===== config.mk =====
export PLATFORM = sky130hd
export DESIGN_NAME = instruction_fetch_unit
export DESIGN_NICKNAME = d
export VERILOG_FILES = /design/src/rtl/instruction_fetch_unit_pkg.sv /design/src/rtl/instruction_fetch_unit_next_pc_select.sv /design/src/rtl/instruction_fetch_unit.sv
export SDC_FILE = /design/constraint.sdc
export NUM_CORES = 1
export LEC_CHECK = 0
export CAP_MARGIN = 20
export CORE_MARGIN = 4
export CORE_UTILIZATION = 40
export DETAILED_ROUTE_END_ITERATION = 7
export PLACE_DENSITY = 0.64
export SYNTH_ARGS = -nofsm -noshare
export SYNTH_HDL_FRONTEND = slang
export SYNTH_SLANG_ARGS = --single-unit
export TNS_END_PERCENT = 100

===== constraint.sdc =====
create_clock -name Clock_i -period 7.4 [get_ports Clock_i]
set_clock_uncertainty 0.15 [all_clocks]
set_input_delay 1.48 -clock Clock_i [delete_from_list [all_inputs] [get_ports Clock_i]]
set_output_delay 1.48 -clock Clock_i [all_outputs]
set_load 0.005 [all_outputs]

===== src/rtl/instruction_fetch_unit_pkg.sv =====
`default_nettype none
// ============================================================================
// Module      : instruction_fetch_unit_pkg
// Description : Shared processor definitions used by the fetch unit. Holds the
//               fetch FSM state encoding and the sequential PC increment.
// Revision    : 1.0 - initial release
// ============================================================================
package instruction_fetch_unit_pkg;

    // Fetch FSM state encoding
    typedef enum logic [1:0] {
        IDLE    = 2'd0,
        FETCH   = 2'd1,
        ISSUE   = 2'd2,
        RESOLVE = 2'd3
    } fetch_state_e;

    // Byte distance between consecutive instruction words
    localparam logic [31:0] PC_INCREMENT = 32'd4;

endpackage : instruction_fetch_unit_pkg
`default_nettype wire


===== src/rtl/instruction_fetch_unit_next_pc_select.sv =====
`default_nettype none
// ============================================================================
// Module      : next_pc_select
// Description : Combinational next-PC selection. Priority is jump, then taken
//               branch (BNE: Branch && !Zero), then sequential PC + 4. All
//               additions wrap modulo 2^32.
// Ports       : PC_i          - current program counter
//               Instruction_i - instruction being resolved
//               Branch_i      - branch instruction decoded
//               Jump_i        - jump instruction decoded
//               Zero_i        - ALU zero flag
//               NextPC_o      - selected next program counter
// Revision    : 1.0 - initial release
// ============================================================================
module next_pc_select
    import instruction_fetch_unit_pkg::*;
(
    input  logic [31:0] PC_i,
    input  logic [31:0] Instruction_i,
    input  logic        Branch_i,
    input  logic        Jump_i,
    input  logic        Zero_i,
    output logic [31:0] NextPC_o
);

    logic [31:0] pc_plus4_w;
    logic [31:0] branch_offset_w;
    logic [31:0] branch_target_w;
    logic [31:0] jump_target_w;

    // Opcode bits are not part of any target calculation
    logic        unused_opcode_w;
    assign unused_opcode_w = &{1'b0, Instruction_i[31:26]};

    assign pc_plus4_w      = PC_i + PC_INCREMENT;
    // Sign-extended 16-bit word offset, converted to a byte offset
    assign branch_offset_w = {{14{Instruction_i[15]}}, Instruction_i[15:0], 2'b00};
    assign branch_target_w = pc_plus4_w + branch_offset_w;
    // Jump stays within the current 256 MB region of PC + 4
    assign jump_target_w   = {pc_plus4_w[31:28], Instruction_i[25:0], 2'b00};

    always_comb begin
        NextPC_o = pc_plus4_w;
        if (Jump_i) begin
            NextPC_o = jump_target_w;
        end else if (Branch_i && !Zero_i) begin
            NextPC_o = branch_target_w;
        end
    end

endmodule : next_pc_select
`default_nettype wire


===== src/rtl/instruction_fetch_unit.sv =====
`default_nettype none
// ============================================================================
// Module      : instruction_fetch_unit
// Description : Four-state fetch sequencer. Requests a word at the PC, holds
//               it for decode until accepted, then waits for the branch/jump
//               resolution of that instruction before loading the next PC.
// Config      : FETCH_COUNTER_EN - adds InstructionCount_o, a wrapping count
//               of instructions accepted by decode.
// Ports       : Clock_i                  - clock, rising edge
//               Reset_i                  - synchronous active-high reset
//               InstructionAddress_o     - fetch address (the PC)
//               InstructionRequest_o     - fetch request (state FETCH)
//               InstructionAcknowledge_i - memory data valid this cycle
//               InstructionData_i        - fetched word
//               Instruction_o            - held instruction for decode
//               InstructionValid_o       - Instruction_o valid (state ISSUE)
//               DecodeReady_i            - decode accepts Instruction_o
//               ResolveValid_i           - Branch/Jump/Zero valid
//               Branch_i, Jump_i, Zero_i - control and ALU resolution
//               InstructionCount_o       - accepted count (FETCH_COUNTER_EN)
// Revision    : 1.0 - initial release
// ============================================================================
module instruction_fetch_unit
    import instruction_fetch_unit_pkg::*;
#(
    parameter logic [31:0] ResetVector = 32'h0000_0000
) (
    input  logic        Clock_i,
    input  logic        Reset_i,
    output logic [31:0] InstructionAddress_o,
    output logic        InstructionRequest_o,
    input  logic        InstructionAcknowledge_i,
    input  logic [31:0] InstructionData_i,
    output logic [31:0] Instruction_o,
    output logic        InstructionValid_o,
    input  logic        DecodeReady_i,
    input  logic        ResolveValid_i,
    input  logic        Branch_i,
    input  logic        Jump_i,
    input  logic        Zero_i
`ifdef FETCH_COUNTER_EN
    ,
    output logic [31:0] InstructionCount_o
`endif
);

    fetch_state_e state_q, state_d;
    logic [31:0]  pc_q, pc_d;
    logic [31:0]  instr_q, instr_d;
    logic [31:0]  next_pc_w;
    logic         accept_w;

    next_pc_select u_next_pc_select (
        .PC_i          (pc_q),
        .Instruction_i (instr_q),
        .Branch_i      (Branch_i),
        .Jump_i        (Jump_i),
        .Zero_i        (Zero_i),
        .NextPC_o      (next_pc_w)
    );

    assign accept_w = (state_q == ISSUE) && DecodeReady_i;

    // Next-state logic. Acknowledge and resolve are only honoured in their
    // own states; elsewhere they fall through to the hold defaults.
    always_comb begin
        state_d = state_q;
        pc_d    = pc_q;
        instr_d = instr_q;
        case (state_q)
            IDLE: begin
                state_d = FETCH;
            end
            FETCH: begin
                if (InstructionAcknowledge_i) begin
                    instr_d = InstructionData_i;
                    state_d = ISSUE;
                end
            end
            ISSUE: begin
                if (DecodeReady_i) begin
                    state_d = RESOLVE;
                end
            end
            RESOLVE: begin
                if (ResolveValid_i) begin
                    pc_d    = next_pc_w;
                    state_d = FETCH;
                end
            end
            default: begin
                state_d = IDLE;
            end
        endcase
    end

    always_ff @(posedge Clock_i) begin
        if (Reset_i) begin
            state_q <= IDLE;
            pc_q    <= ResetVector;
            instr_q <= 32'h0;
        end else begin
            state_q <= state_d;
            pc_q    <= pc_d;
            instr_q <= instr_d;
        end
    end

    assign InstructionAddress_o = pc_q;
    assign InstructionRequest_o = (state_q == FETCH);
    assign InstructionValid_o   = (state_q == ISSUE);
    assign Instruction_o        = instr_q;

`ifdef FETCH_COUNTER_EN
    logic [31:0] count_q;

    always_ff @(posedge Clock_i) begin
        if (Reset_i) begin
            count_q <= 32'h0;
        end else if (accept_w) begin
            count_q <= count_q + 32'd1;
        end
    end

    assign InstructionCount_o = count_q;
`else
    logic unused_accept_w;
    assign unused_accept_w = accept_w;
`endif

endmodule : instruction_fetch_unit
`default_nettype wire


# Word level (Yosys, flattened, before mapping)
# Cells that the tools add are included.
word_totals:
  ff_bits: 66
  output_inout_bits: 66
  wordCells: 23
  input_bits: 40
classes:
  eq_ne: 6
  add_sub_neg: 2
  mux: 6
  reduce_logical: 6
op_table:
  columns: ["op", "n"]
  rows:
  - ["$mux 32", 2]
  - ["$add 32x3->32 const B", 1]
  - ["$add 32x32->32", 1]
  - ["$pmux 2 s4", 1]
  - ["$mux 2", 3]
  - ["$eq 2x2->1 const B", 2]
  - ["$ne 2x1->1 const B", 2]
  - ["$reduce_and 2->1", 2]
  - ["$reduce_and 3->1", 1]
  - ["$eq 2x1->1 const B", 1]
  - ["$logic_not 2->1", 1]
  - ["$ne 2x2->1 const B", 1]
  - ["$logic_and 1x1->1", 1]
  - ["$logic_not 1->1", 1]

# Longest topological paths before layout
# Gate-level depths: netlist of the first run.
depth:
  ltp_word: 4
  mapped_depth: 18
  depth_no_buf: 17

# Cells and area by module
# From an unflattened synthesis of the first run, not the netlist that was laid out.
unflattened:
  cells_unflattened: 693
  area_unflattened_um2: 5265.0
modules_own_cells:
  columns: ["mod", "cells_each", "seq_area_each_um2", "n_inst", "area_per_inst_um2"]
  rows:
  - ["next_pc_select", 396, 0.0, 1, 2687.6]
  - ["instruction_fetch_unit", 297, 1321.3, 1, 2577.5]

# Worst setup path after synthesis of the first run
# No wires, ideal clock.
synth_path:
  path_kind: "register to register"
  start: "register pc_q[8], in the netlist InstructionAddress_o[8]"
  end: "register pc_q[31], in the netlist InstructionAddress_o[31]"
  setup_ns: 0.128
  synth_period_minus_slack_ns: 3.638
  arrival_time_ns: 3.361
  required_ns: 7.122
  stages_incl_launch_ff: 18
  path_buffers: 1
  setup_slack_ns: 3.762
  cell_sequence: "dfxtp_1 > and4_1 > nand3_1 > or2_4 > nor3_2 > nand3_1 > xnor2_1 > ha_1 > clkbuf_1 > a21o_1 > a211oi_1 > nor3_1 > o221ai_1 > nand2_1 > mux2i_1 > nand3_1 > and3_1 > nand4b_1"
synth_between:
  elab_chain_len: 4
synth_rtl:
  columns: ["element", "line_no", "text"]
  rows:
  - ["start: declaration", "instruction_fetch_unit.sv:48", "logic [31:0] pc_q, pc_d;"]
  - ["start signal: assignment", "instruction_fetch_unit.sv:100", "pc_q <= ResetVector;"]
  - ["start signal: assignment", "instruction_fetch_unit.sv:104", "pc_q <= pc_d;"]
  - ["$add 32x3->32 *", "instruction_fetch_unit_next_pc_select.sv:35", "assign pc_plus4_w = PC_i + PC_INCREMENT;"]
  - ["$add 32x32->32", "instruction_fetch_unit_next_pc_select.sv:38", "assign branch_target_w = pc_plus4_w + branch_offset_w;"]
  - ["$mux 32", "instruction_fetch_unit_next_pc_select.sv:46", "end else if (Branch_i && !Zero_i) begin"]
  - ["$mux 32 *", "instruction_fetch_unit_next_pc_select.sv:44", "if (Jump_i) begin"]
# Mark *: on every way between the ends. The rest lies on a longest branch, timed or not.
# A chain may end at the register's enable or synchronous reset.

# Final worst setup path of the first run
# Ends and elaborated chain as after synthesis.

==> qor.yml, run 1 <==
routing:
  routed-via-count: 5267
  dr.first_iter.drc_count: 446
  avgRoutedWirePerCell_um: 17.63
  post-route-drc-count: 0
  route.final.wire_length_um: 16610
  drt-vias-per-instance: 5.591
  dr.pass1.iters: 5
  antenna_left: 0
clock_tree:
  cts_num_sinks: 64
  cts_buffer_count: 9
  clockRootBuffer: "sky130_fd_sc_hd__clkbuf_16"
  path_clk_slew_ps: 60
  tritoncts: "yes"
  cts_post_setup_buffers_inserted: 0
  clock_insertion_delay_worst_skew_ps: 350
  cts.repair.resized: 0
  max-clock-path-buffers: 2
  htree_num_levels: 3
  cts_hold_buffers: 0
cells_and_area:
  ratio_of_cells_with_drive_above_1_in_the_final_layout_pct: 5.168
  area.growth.synth_to_final_pct: 29.47
  n_fill_cell: 1225
  postLayoutCoreUtil_pct: 53.75
  n_antenna_cell: 0
  final_nets: 851
worst_setup_path:
  worstSetupPathType: "reg -> reg"
  worst_r2r_endpoint: "InstructionAddress_o[31]"
  critical_path_required_ps: 7470
  worst-path-max-fanout: 9
  critical_path.startpoint_type: "flip-flop"
  rr_worst_depth: 16
  launch_point_of_the_critical_path: "InstructionAddress_o[8]"
  crit_path_end: "InstructionAddress_o[31]"
  r2r-start: "InstructionAddress_o[8]"
  worst-r2r-setup-slack_ps: 3260
  cp-end-kind: "flip-flop"
  cp_data_arrival_time_ps: 4210
yosys:
  synth_top_area_share_pct: 25.27
  ys_seq_area_share_pct: 25.27
  post_synthesis_cell_count: 685
  post_synth_main_area_contributors: "sky130_fd_sc_hd__dfxtp_1 (25%), sky130_fd_sc_hd__ha_1 (10%), sky130_fd_sc_hd__nand2_1 (9.4%)"
  synth.largest_area_cell: "sky130_fd_sc_hd__dfxtp_1"
  share_of_flip_flops_with_an_asynchronous_set_or_reset_after_synthesis_pct: 0
  synth.avg_cell_area_um2: 7.401
  synth_cell_type_count: 61
  synth_warnings: 0
  number_of_synthesized_flops_with_an_enable_pin: 0
  most_frequent_cell_after_synthesis: "sky130_fd_sc_hd__nand2_1"
  synthFlopType: "sky130_fd_sc_hd__dfxtp_1"
  synth.top_cells.by_count: "sky130_fd_sc_hd__nand2_1 (127), sky130_fd_sc_hd__a21oi_1 (81), sky130_fd_sc_hd__dfxtp_1 (64), sky130_fd_sc_hd__nor2_1 (47), sky130_fd_sc_hd__ha_1 (41)"
  count_of_state_elements_after_synthesis: 64
  netlist_area_um2: 5070
global_routing:
  grt_remaining_overflow: 0
  maximum_number_of_pins_on_one_net_before_global_route_repair: 58
  number_of_global_route_vias_before_repair: 5037
  grt.total_usage_pct: 22.91
  grt_pass1_wl_um: 26580
  antenna_violations_before_repair: 0
power:
  p_leak_nw: 2.697
  pwr-share-comb_pct: 29.9
  p_int_uw: 816.9
  seq_power_share_pct: 34.1
  powerDensity_nw_per_um2: 187.8
  clock_power_share_pct: 36.0
  vdd_drop_max_mv: 0.1685
  switching_share_pct: 33.73
  p_sw_uw: 415.8
floorplanning:
  die_w_um: 120.6
  io-pin-count: 106
  die_area_um2: 14540
  initial_core_util_pct: 41.52
  floorplan.rows: 40
  coreArea_um2: 12210
  dieHeight_um: 120.6
timing:
  final_min_period_over_clock_period_pct: 55.91
  layout_min_cycle_time_ps: 4137
  maxSlewHeadroom_pct: 27.80
  timing_max_transition_violations_final: 0
  fmax_mhz: 241.7
  timing.setup.tns_ps: 0
  timing_worst_slew_pin_value_ps: 1079
  grt_setup_unrepaired: "no"
  number_of_failing_hold_endpoints_at_the_final_stage: 0
  setup_violations: 0
placed_design:
  port-buffer-count: 103
  post-dp-hpwl_um: 12070
  gpl.final_weighted_congestion: 0.9917
min_path:
  hold_path.class: "reg -> reg"
outcome:
  run_status: "finished clean"
run:
  max-cap-violations: 0
through the flow:
stage          hold slack, ps  instances  setup slack (ps)  total power, mW  area, um2
3_3_place_gp            293.7        923              3307           0.7728       6187
6_report                306.5        942              3263            1.233       6564
5_1_grt                 331.5        942              3067            1.302       6564
3_5_place_dp            299.4        923              3288           0.7767       6187
2_1_floorplan           302.7        686              3762           0.6238       5074
4_1_cts                 309.0        939              3286            1.226       6494
power by group through the flow:
stage	clock network [mW]	registers [mW]	logic, mW
2_1_floorplan	0	0.421	0.202
3_3_place_gp	0	0.430	0.343
3_5_place_dp	0	0.432	0.345
4_1_cts	0.454	0.425	0.347
5_1_grt	0.469	0.426	0.407
6_report	0.444	0.421	0.368
cells in the final DEF, fill, tap and decap left out, types with 3 or more instances in the layout:
cell                              instances
sky130_fd_sc_hd__mux2i_1                 13
sky130_fd_sc_hd__nor2_1                  47
sky130_fd_sc_hd__o211ai_1                 6
sky130_fd_sc_hd__o31ai_1                  6
sky130_fd_sc_hd__clkdlybuf4s50_1        102
sky130_fd_sc_hd__a31oi_1                  5
sky130_fd_sc_hd__nand3_1                 24
sky130_fd_sc_hd__nand4_1                 10
sky130_fd_sc_hd__nor2b_1                  3
sky130_fd_sc_hd__nor3_1                  15
sky130_fd_sc_hd__ha_1                    41
sky130_fd_sc_hd__nand2b_1                10
sky130_fd_sc_hd__o21ai_0                 30
sky130_fd_sc_hd__or3_1                    4
sky130_fd_sc_hd__xor2_1                  15
sky130_fd_sc_hd__dfxtp_1                 64
sky130_fd_sc_hd__a211oi_2                 3
sky130_fd_sc_hd__a211oi_1                11
sky130_fd_sc_hd__nand4b_1                 3
sky130_fd_sc_hd__and2_1                   5
sky130_fd_sc_hd__clkinv_4                 4
sky130_fd_sc_hd__a21oi_1                 81
sky130_fd_sc_hd__a21o_1                  24
sky130_fd_sc_hd__buf_4                    4
sky130_fd_sc_hd__and4_1                   6
sky130_fd_sc_hd__xnor2_1                 33
sky130_fd_sc_hd__clkbuf_16                9
sky130_fd_sc_hd__o21a_1                   4
sky130_fd_sc_hd__nand2_1                127
sky130_fd_sc_hd__and3_1                   7
sky130_fd_sc_hd__o311ai_0                 3
sky130_fd_sc_hd__a32oi_1                  3
sky130_fd_sc_hd__inv_1                   12
logic make-up (layout without fill, tap and decap cells):
group,count (synthesis),in the layout,synth area share [%]
AO/OA/AOI/OAI,196,196,24.43
flip-flops,64,64,25.27
AND/OR/NAND/NOR,271,271,24.90
multiplexers,13,13,2.567
other,1,2,0.07397
buffers and inverters,50,138,3.948
adder cells (fa/ha/maj),42,42,10.51
XOR/XNOR,48,48,8.292
worst max-delay path, cell delays in order (launching register included):
cell,delay [ps]
sky130_fd_sc_hd__dfxtp_1,430
sky130_fd_sc_hd__and4_1,260
sky130_fd_sc_hd__nand3_1,120
sky130_fd_sc_hd__or2_4,310
sky130_fd_sc_hd__nor3_2,330
sky130_fd_sc_hd__nand3_1,140
sky130_fd_sc_hd__xnor2_1,210
sky130_fd_sc_hd__ha_1,370
sky130_fd_sc_hd__a21o_1,250
sky130_fd_sc_hd__a211oi_1,300
sky130_fd_sc_hd__nor3_1,90
sky130_fd_sc_hd__o221ai_1,280
sky130_fd_sc_hd__nand2_1,110
sky130_fd_sc_hd__mux2i_1,170
sky130_fd_sc_hd__nand3_1,140
sky130_fd_sc_hd__and3_1,170
sky130_fd_sc_hd__nand4b_1,160
layer usage:
metal / up-vias / routed length, um / global-route usage [%]
li1: 2609 / - / -
met4: 0 / 461 / 9.419
met3: 31 / 1364 / 5.472
met5: - / 0 / 0
met1: 2438 / 7821 / 32.61
met2: 189 / 6963 / 33.01
how the worst min path moves through the flow:
stage                           start  slack (ps)  depth (start not counted)                end
global route        Instruction_o[28]         330                          2  Instruction_o[28]
CTS                 Instruction_o[28]         310                          2  Instruction_o[28]
global placement    Instruction_o[28]         290                          2  Instruction_o[28]
detailed placement  Instruction_o[28]         300                          2  Instruction_o[28]
finish              Instruction_o[29]         310                          2  Instruction_o[29]
floorplan           Instruction_o[26]         300                          2  Instruction_o[26]
state kept, by name, summed over array words and instances, names as in the netlist:
signal,count
Instruction_o,32
InstructionAddress_o,30
state_q,2
area by class of cell:
| class | instances | area (um2) | area share (%) |
|---|---|---|---|
| Clock inverter | 7 | 81.33 | 1.239 |
| Timing Repair Buffer | 110 | 1126 | 17.16 |
| Sequential cell | 64 | 1281 | 19.52 |
| Multi-Input combinational cell | 572 | 3595 | 54.77 |
| Tap cell | 168 | 210.2 | 3.202 |
| Clock buffer | 9 | 225.2 | 3.431 |
| Inverter | 12 | 45.04 | 0.6862 |
Power figures use the tool's default switching activity.
==> run 2: changes to the inputs <==
clock period = 4.16 ns   (was 7.4 ns; I/O delays follow)
==> run 2 against run 1 <==
Compared with the run above:
- total power grew 87%
- fmax grew 6.3%
- setup slack lost 3000 ps
- non-clock buffer count grew 15
- sequential power grew 78%
- first-iteration DRC count grew 20%
- critical path type unchanged
- largest cell class unchanged
==> qor.yml, run 2 (synthesis results as in run 1) <==
worst_setup_path:
  cp-end-kind: "flip-flop"
  worstSetupPathType: "reg -> reg"
  critical_path.startpoint_type: "flip-flop"
  cp_data_arrival_time_ps: 3970  # -240 ps
  critical_path_required_ps: 4240  # -3230 ps
  worst-path-max-fanout: 6  # -3
timing:
  maxSlewHeadroom_pct: 33.53  # +5.7 points
  post-route-worst-setup-slack_ps: 268.5  # -2994 ps
  setup_violations: 0  # unchanged
  timing_worst_slew_pin_value_ps: 993.4  # -85.51 ps
  timing_max_transition_violations_final: 0  # unchanged
  number_of_failing_hold_endpoints_at_the_final_stage: 0  # unchanged
  fin_hold_ws_ps: 303.1  # -3.444 ps
  grt_setup_unrepaired: "no"
  final_min_period_over_clock_period_pct: 93.55  # +38 points
  fmax_mhz: 257.0  # +6.3%
  layout_min_cycle_time_ps: 3892  # -245.9 ps
  timing.setup.tns_ps: 0  # unchanged
cells_and_area:
  area.growth.synth_to_final_pct: 32.21
  layout_common_cells: "sky130_fd_sc_hd__nand2_1 (127), sky130_fd_sc_hd__clkdlybuf4s50_1 (102), sky130_fd_sc_hd__a21oi_1 (81)"
  multi_input_comb_area_um2: 3617  # +0.63%
  area.sequential_um2: 1284  # +0.20%
  number_of_flip_flops_in_the_largest_register: 32  # unchanged
  n_antenna_cell: 0  # unchanged
  ratio_of_cells_with_drive_above_1_in_the_final_layout_pct: 7.360  # +2.2 points
  postLayoutCoreUtil_pct: 54.89  # +1.1 points
  n_fill_cell: 1212  # -1.1%
  final_nets: 866  # +1.8%
  layout_commonest_cell: "sky130_fd_sc_hd__nand2_1"
  finish.instance_area_um2: 6703  # +2.1%
global_routing:
  grt_pass1_wl_um: 28460  # +7.1%
  antenna_violations_before_repair: 0  # unchanged
  met2_usage_pct: 37.69  # +4.7 points
  globalRoute.busiestLayer: "met2"
  number_of_global_route_vias_before_repair: 5184  # +2.9%
  grt.total_usage_pct: 24.54  # +1.6 points
  maximum_number_of_pins_on_one_net_before_global_route_repair: 49  # -16%
  grt.met3_usage_pct: 6.268  # +0.80 points
  grt_remaining_overflow: 0  # unchanged
  grt_use_met1_pct: 34.35  # +1.7 points
power:
  p_sw_uw: 728.5  # +75%
  powerDensity_nw_per_um2: 343.0  # +83%
  switching_share_pct: 31.69  # -2.0 points
  seq_power_share_pct: 32.6  # -1.5 points
  pwr-share-comb_pct: 28.9  # -1.0 points
  p_int_mw: 1.571  # +92%
  vdd_drop_max_mv: 0.2511  # +49%
  clock_power_share_pct: 38.5  # +2.5 points
  p_leak_nw: 2.802  # +3.9%
clock_tree:
  path_clk_slew_ps: 60  # about the same
  clock_insertion_delay_worst_skew_ps: 340  # about the same
  cts_post_setup_buffers_inserted: 0  # unchanged
  cts.repair.resized: 0  # unchanged
  cts_buffer_count: 9  # unchanged
  cts_num_sinks: 64  # unchanged
  htree_num_levels: 3  # unchanged
  clockRootBuffer: "sky130_fd_sc_hd__clkbuf_16"
  tritoncts: "yes"
  cts_hold_buffers: 0  # unchanged
  max-clock-path-buffers: 2  # unchanged
run:
  max-cap-violations: 0  # unchanged
placed_design:
  dpl_worst_slack_ps: 224.8  # -3064 ps
  port-buffer-count: 103  # unchanged
  post-dp-hpwl_um: 13180  # +9.2%
  placed_inst_area_um2: 6315  # +2.1%
  gpl.final_weighted_congestion: 0.9765  # -1.5%
routing:
  routed-via-count: 5337  # +1.3%
  dr.first_iter.drc_count: 533  # +20%
  dr.pass1.iters: 5  # unchanged
  post-route-drc-count: 0  # unchanged
  avgRoutedWirePerCell_um: 18.30  # +3.8%
  drt-vias-per-instance: 5.583  # -0.15%
  route.final.wire_length_um: 17490  # +5.3%
  antenna_left: 0  # unchanged
min_path:
  hold_path.class: "reg -> reg"
floorplanning:
  io-pin-count: 106  # unchanged
  die_area_um2: 14540  # unchanged
  initial_core_util_pct: 41.52  # unchanged
  die_w_um: 120.6  # unchanged
  floorplan.rows: 40  # unchanged
  dieHeight_um: 120.6  # unchanged
  coreArea_um2: 12210  # unchanged
outcome:
  run_status: "finished clean"
run 2: final cells by class:
class | instances | share of cell area, %
multi-input cells | 572 | 53.97
flip-flops and latches | 64 | 19.15
repair buffers | 125 | 18.07
clock buffers | 10 | 3.416
well taps | 168 | 3.136
clock inverters | 5 | 1.587
inverters | 12 | 0.6720
run 2: final timing paths:
check / startpoint / end / slack, ps / cells after the start
max: InstructionAddress_o[5] / InstructionAddress_o[28] / 270 / 14
min: Instruction_o[26] / Instruction_o[26] / 300 / 2
max reg2reg: InstructionAddress_o[5] / InstructionAddress_o[28] / 270 / 14
min reg2reg: Instruction_o[26] / Instruction_o[26] / 300 / 2
run 2: critical path: stages (launching register included):
cell                       delay [ps]
sky130_fd_sc_hd__dfxtp_1          430
sky130_fd_sc_hd__and4_1           360
sky130_fd_sc_hd__and3_1           310
sky130_fd_sc_hd__nand4_1          150
sky130_fd_sc_hd__xnor2_1          180
sky130_fd_sc_hd__ha_1             370
sky130_fd_sc_hd__o21ai_0          140
sky130_fd_sc_hd__nor3_1           270
sky130_fd_sc_hd__a211oi_2          90
sky130_fd_sc_hd__a21oi_2          180
sky130_fd_sc_hd__o211ai_2         130
sky130_fd_sc_hd__and2_4           190
sky130_fd_sc_hd__or4_4            430
sky130_fd_sc_hd__mux2i_1          150
sky130_fd_sc_hd__a31o_1           240
run 2: per-stage QoR:
step                      total power, mW  std cells
after floorplan                     1.110        686
after global placement              1.397        940
after detailed placement            1.405        940
after CTS                           2.293        955
after global routing                2.416        956
final                               2.299        956
run 2: power by group through the flow:
| stage | combinational (mW) | clock (mW) | sequential, mW |
|---|---|---|---|
| global route | 0.737 | 0.920 | 0.759 |
| detailed placement | 0.643 | 0 | 0.762 |
| finish | 0.665 | 0.884 | 0.750 |
| CTS | 0.649 | 0.895 | 0.749 |
| floorplan | 0.360 | 0 | 0.750 |
| global placement | 0.638 | 0 | 0.758 |
run 2: per-layer routing:
| layer | vias to the layer above | wire (um) |
|---|---|---|
| met5 | - | 0 |
| met4 | 0 | 306 |
| met3 | 25 | 1298 |
| met2 | 201 | 7707 |
| met1 | 2478 | 8178 |
| li1 | 2633 | - |
